--- config.mk ---
export PLATFORM = sky130hd
export DESIGN_NAME = risc_toy_fetch
export DESIGN_NICKNAME = d
export VERILOG_FILES = /design/src/rtl/risc_toy_pkg.sv /design/src/rtl/fetch_skid.sv /design/src/rtl/risc_toy_fetch.sv
export SDC_FILE = /design/constraint.sdc
export NUM_CORES = 1
export LEC_CHECK = 0
export BUFFER_PORTS_ARGS = -buffer_cell sky130_fd_sc_hd__buf_4
export CAP_MARGIN = 20
export CORE_MARGIN = 2
export CORE_UTILIZATION = 40
export CTS_BUF_LIST = sky130_fd_sc_hd__clkbuf_8 sky130_fd_sc_hd__clkbuf_16
export DETAILED_ROUTE_END_ITERATION = 10
export PLACE_DENSITY = 0.69
export RECOVER_POWER = 100
export REMOVE_ABC_BUFFERS = 1
export SYNTH_ARGS = -nofsm -noshare
export SYNTH_HDL_FRONTEND = slang
export SYNTH_SLANG_ARGS = --single-unit
--- constraint.sdc ---
create_clock -name CLK -period 14.8 [get_ports CLK]
set_input_delay 0.74 -clock CLK [delete_from_list [all_inputs] [get_ports CLK]]
set_output_delay 0.74 -clock CLK [all_outputs]
set_load 0.05 [all_outputs]
--- src/rtl/risc_toy_pkg.sv ---
// Shared RISC_TOY definitions: datapath widths, reset PC, NOP encoding and PC stride.
// Included first so every pipeline stage sees the same constants.
package risc_toy_pkg;

   localparam int XLEN    = 32;
   localparam int WADDR_W = 30;

   localparam logic [XLEN-1:0] RESET_PC_DEFAULT = 32'h0000_0000;
   localparam logic [XLEN-1:0] NOP_INSTR        = 32'h0000_0000;
   localparam logic [XLEN-1:0] PC_INC           = 32'd4;

   function automatic logic [XLEN-1:0] wordToByte(input logic [WADDR_W-1:0] wordAddr);
      return {wordAddr, 2'b00};
   endfunction

endpackage

--- src/rtl/fetch_skid.sv ---
// One-entry holding register for an instruction that returns from memory while IF/ID is stalled.
// Clear wins over load, load wins over drain.
module fetch_skid
   import risc_toy_pkg::*;
(
   input  logic            clk_i,
   input  logic            rst_i,
   input  logic            load_i,
   input  logic            drain_i,
   input  logic            clear_i,
   input  logic [XLEN-1:0] instr_i,
   input  logic [XLEN-1:0] pc_i,
   output logic            valid_o,
   output logic [XLEN-1:0] instr_o,
   output logic [XLEN-1:0] pc_o
);

   logic            valid_q;
   logic [XLEN-1:0] instr_q;
   logic [XLEN-1:0] pc_q;

   always_ff @(posedge clk_i or posedge rst_i) begin
      if (rst_i) begin
         valid_q <= 1'b0;
         instr_q <= NOP_INSTR;
         pc_q    <= '0;
      end else if (clear_i) begin
         valid_q <= 1'b0;
      end else if (load_i) begin
         valid_q <= 1'b1;
         instr_q <= instr_i;
         pc_q    <= pc_i;
      end else if (drain_i) begin
         valid_q <= 1'b0;
      end
   end

   assign valid_o = valid_q;
   assign instr_o = instr_q;
   assign pc_o    = pc_q;

endmodule

--- src/rtl/risc_toy_fetch.sv ---
// RISC_TOY instruction-fetch stage: owns the PC, issues instruction-memory requests and fills IF/ID.
// Absorbs the one-cycle memory latency, parks a returning instruction in the skid during stalls.
module risc_toy_fetch
   import risc_toy_pkg::*;
#(
   parameter logic [XLEN-1:0] RESET_PC = RESET_PC_DEFAULT
) (
   input  logic               CLK,
   input  logic               RST,
   output logic               IREQ,
   output logic [WADDR_W-1:0] IADDR,
   input  logic [XLEN-1:0]    INSTR,
   input  logic               STALL,
   input  logic               REDIRECT,
   input  logic [XLEN-1:0]    REDIRECT_PC,
   output logic               IF_ID_VALID,
   output logic [XLEN-1:0]    IF_ID_INSTR,
   output logic [XLEN-1:0]    IF_ID_PC
);

   logic [XLEN-1:0]    pc_q, pc_d;
   logic               inflightValid_q;
   logic [XLEN-1:0]    inflightPc_q;
   logic               ifIdValid_q, ifIdValid_d;
   logic [XLEN-1:0]    ifIdInstr_q, ifIdInstr_d;
   logic [XLEN-1:0]    ifIdPc_q, ifIdPc_d;

   logic               ireq;
   logic [WADDR_W-1:0] iaddr;
   logic               skidValid;
   logic [XLEN-1:0]    skidInstr;
   logic [XLEN-1:0]    skidPc;
   logic               skidLoad, skidDrain, skidClear;
   logic               unusedRedirectBits;

   assign unusedRedirectBits = ^REDIRECT_PC[1:0];

   // Under a stall we may still issue once into an empty pipe; that instruction lands in the skid.
   always_comb begin
      iaddr = REDIRECT ? REDIRECT_PC[XLEN-1:2] : pc_q[XLEN-1:2];
      ireq  = 1'b0;
      if (RST)
         ireq = 1'b0;
      else if (REDIRECT || !STALL)
         ireq = 1'b1;
      else
         ireq = !skidValid && !inflightValid_q;
      pc_d = ireq ? (wordToByte(iaddr) + PC_INC) : pc_q;
   end

   assign skidClear = REDIRECT;
   assign skidLoad  = !REDIRECT && STALL && inflightValid_q;
   assign skidDrain = !REDIRECT && !STALL && skidValid;

   always_comb begin
      ifIdValid_d = ifIdValid_q;
      ifIdInstr_d = ifIdInstr_q;
      ifIdPc_d    = ifIdPc_q;
      if (REDIRECT) begin
         ifIdValid_d = 1'b0;
      end else if (!STALL) begin
         if (skidValid) begin
            ifIdValid_d = 1'b1;
            ifIdInstr_d = skidInstr;
            ifIdPc_d    = skidPc;
         end else if (inflightValid_q) begin
            ifIdValid_d = 1'b1;
            ifIdInstr_d = INSTR;
            ifIdPc_d    = inflightPc_q;
         end else begin
            ifIdValid_d = 1'b0;
         end
      end
   end

   fetch_skid uSkid (
      .clk_i   (CLK),
      .rst_i   (RST),
      .load_i  (skidLoad),
      .drain_i (skidDrain),
      .clear_i (skidClear),
      .instr_i (INSTR),
      .pc_i    (inflightPc_q),
      .valid_o (skidValid),
      .instr_o (skidInstr),
      .pc_o    (skidPc)
   );

   always_ff @(posedge CLK or posedge RST) begin
      if (RST) begin
         pc_q            <= RESET_PC;
         inflightValid_q <= 1'b0;
         inflightPc_q    <= '0;
         ifIdValid_q     <= 1'b0;
         ifIdInstr_q     <= NOP_INSTR;
         ifIdPc_q        <= '0;
      end else begin
         pc_q            <= pc_d;
         inflightValid_q <= ireq;
         inflightPc_q    <= wordToByte(iaddr);
         ifIdValid_q     <= ifIdValid_d;
         ifIdInstr_q     <= ifIdInstr_d;
         ifIdPc_q        <= ifIdPc_d;
      end
   end

   assign IREQ        = ireq;
   assign IADDR       = iaddr;
   assign IF_ID_VALID = ifIdValid_q;
   assign IF_ID_INSTR = ifIdInstr_q;
   assign IF_ID_PC    = ifIdPc_q;

endmodule

==> impl_metrics.toml <==
[cells_and_area]
drive_gt1_share_pct = 19.4
fin_util_pct = 48.9
register_area_mm2 = 0.00468
syn2layout_area_growth_pct = 19.2
nFillCells = 1939
diodes = 0
final_nets = 934
multi_input_area_mm2 = 0.00342

[floorplanning]
die_y_um = 148
io_pins = 164
std_cell_rows = 52
initial_utilization_pct = 41.0
dieArea_mm2 = 0.0221
die_w_um = 148
core_mm2 = 0.0204

[global_routing]
grt_max_degree = 92
grt_util_all_layers_pct = 17.7
grt_pass1_wl_mm = 30.6
antenna_found_initial = 0
grt_pass1_vias = 5653
gr-total-overflow = 0

[worst_setup_path]
critPathKind = "input port to output port"
critPathLaunchType = "input port"
end_kind = "output port"
reg2reg_slack_ns = 9.74
cp.required_ns = 14.06
worst_ep_arrival_time_ns = 6.19
cp_max_fo = 87

[routing]
detail-route-antenna-nets = 0
dr.first_iter.drc_count = 263
post-route-drc-count = 0
dr.pass1.iters = 4
wire_per_inst_um = 16.7
vias_per_cell = 5.07
vias = 5815
routed_wl_mm = 19.1

[clock_tree]
cts.sinks = 187
cts_buffers = 17
clk_latency_ns = 0.42
cts.path.max_buffers = 2
cts_max_level = 4
cts.clk_slew.worst_paths_ns = 0.06
cts_tree = "done"
cts_hold_buf = 0
cts_resized = 0
postCtsSetupBuffers = 0
cts_root_buf = "clkbuf_16"

[sta]
setup_viol = 0
slew_headroom_pct = -162
finalHoldViolCount = 0
max_freq_mhz = 144
finalCriticalPeriod_ns = 6.93
tns_ns = 0
tightest_slew_ns = 3.91
finalMaxSlewViolations = 414
finClkSkew_ns = 0.0109
finalCritPeriodShare_pct = 46.8
rsz0062_at_grt = "false"

[status]
failed_checks = "capacitance limit, slew limit"
outcome = "finished, violations left"

[hold_path]
min_path_type = "flip-flop to flip-flop"

[synthesis]
synthFlopType = "dfrtp_1"
synth-edff-count = 0
ys_seq_elements = 187
netlist-cell-type-count = 57
synthArstFlopShare_pct = 100
netlist_area_mm2 = 0.00835
synthesis.instances = 724
yosys_warnings = 0
postSynthAreaPerCell_um2 = 11.5
seq_area_frac_synth_pct = 56.0

[power]
p_int_uw = 987
ir_drop_mv = 0.0669
pwr-share-clk_pct = 29.7
switchingPower_uw = 550
finalPower_mw = 1.54
pwr-share-seq_pct = 43.8
leakagePower_nw = 4.32
switching_share_pct = 35.8
power_density_mw_per_mm2 = 154
p_comb_share_pct = 26.4

[placed_design]
gp_congestion = 0.775
dp_hpwl_mm = 12.7
io_buffers = 159

[flow_run]
maxCapViolations = 6
==> routing by layer <==
metal	GRT usage (%)	part of all wire [%]
met1	24.8	48
met2	28.3	47
met3	3.65	4.4
met4	4.14	0.76
met5	0	0
==> worst paths after layout <==
kind	from	to	depth (start not counted)
worst max-delay path	RST	IREQ	6
min in group asynchronous	RST	IF_ID_PC[18]	2
worst min-delay path	IF_ID_PC[13]	IF_ID_PC[13]	2
worst max register to register	uSkid.valid_o	IF_ID_PC[4]	4
max in group asynchronous	RST	IF_ID_PC[24]	3
worst min register to register	IF_ID_PC[13]	IF_ID_PC[13]	2
==> synthesized netlist by cell type, types with 3 or more instances <==
master | number | share of area (%)
dfrtp_1 | 187 | 56
nand2_1 | 112 | 5.0
o21ai_0 | 82 | 4.9
mux2_2 | 81 | 11
mux2i_1 | 72 | 8.6
clkbuf_1 | 27 | 1.2
nand3_1 | 24 | 1.4
nand4_1 | 11 | 0.82
inv_1 | 10 | 0.45
nor2_1 | 8 | 0.36
xor2_1 | 8 | 0.84
buf_1 | 7 | 0.31
nand3b_1 | 7 | 0.63
xnor2_1 | 7 | 0.73
o31ai_1 | 6 | 0.54
buf_4 | 5 | 0.45
a21oi_1 | 4 | 0.24
a22oi_1 | 4 | 0.36
nor3_1 | 4 | 0.24
a31oi_1 | 3 | 0.22
and4_1 | 3 | 0.31
buf_6 | 3 | 0.40
nand2b_1 | 3 | 0.22
==> sequential cells by signal (all words and copies together), names as in the netlist <==
name	flops
IF_ID_VALID	1
uSkid.instr_o	32
uSkid.pc_o	30
IF_ID_PC	30
uSkid.valid_o	1
inflightValid_q	1
pc_q	30
inflightPc_q	30
IF_ID_INSTR	32
==> cell type report <==
| type | instances | area share [%] |
|---|---|---|
| clock buffers | 19 | 4.55 |
| clock inverters | 13 | 1.41 |
| inverters | 13 | 0.503 |
| multi-input cells | 481 | 34.3 |
| flip-flops and latches | 187 | 47.1 |
| well taps | 270 | 3.39 |
| repair buffers | 165 | 8.75 |
==> power groups by stage <==
stage / registers [mW] / logic, mW / clock network (mW)
2_1_floorplan: 0.804 / 0.186 / 0
3_3_place_gp: 0.678 / 0.448 / 0
3_5_place_dp: 0.684 / 0.455 / 0
4_1_cts: 0.674 / 0.455 / 0.472
5_1_grt: 0.687 / 0.438 / 0.491
6_report: 0.674 / 0.406 / 0.457
==> stage by stage <==
step                std cells  hold slack (ns)  setup WS (ns)  instance area (um2)
global placement         1116            0.462          11.09                 9760
CTS                      1148            0.434          11.06                10400
finish                   1148            0.478           7.87                 9950
global route             1148            0.498           6.56                 9950
detailed placement       1116            0.465          11.09                 9760
floorplan                 681            0.448           5.30                 8150
==> placed cells by master, fill, tap and decap left out, types with 3 or more instances in the layout <==
cell type / count
a21oi_1: 4
a22oi_1: 4
a31oi_1: 3
and4_1: 3
buf_4: 66
clkbuf_1: 98
clkbuf_16: 17
clkinvlp_4: 3
dfrtp_1: 186
inv_1: 12
inv_6: 3
mux2_1: 18
mux2_2: 63
mux2i_1: 72
nand2_1: 112
nand2b_1: 3
nand3_1: 24
nand3b_1: 7
nand4_1: 11
nor2_1: 8
nor3_1: 4
o21ai_0: 83
o31ai_1: 6
xnor2_1: 7
xor2_1: 8
==> critical path, stage by stage <==
cell and delay, ns:
clkbuf_4 0.11, clkinvlp_2 2.88, o21ai_0 0.81, buf_4 0.61, clkinv_1 0.57, clkbuf_1 0.43
==> logic make-up (layout without fill, tap and decap cells) <==
kind of cell               after synthesis  after routing  share of synthesized area (%)
adders and majority gates                1              1                          0.150
other                                    1              2                         0.0449
muxes                                  153            153                           19.6
xor gates and xnor gates                15             15                           1.57
and+or+nand+nor                        189            189                           10.9
DFF                                    187            187                           56.0
buffers and inverters                   57            210                           3.09
AOI/OAI and AO/OA                      121            121                           8.67
Power figures use the tool's default switching activity.
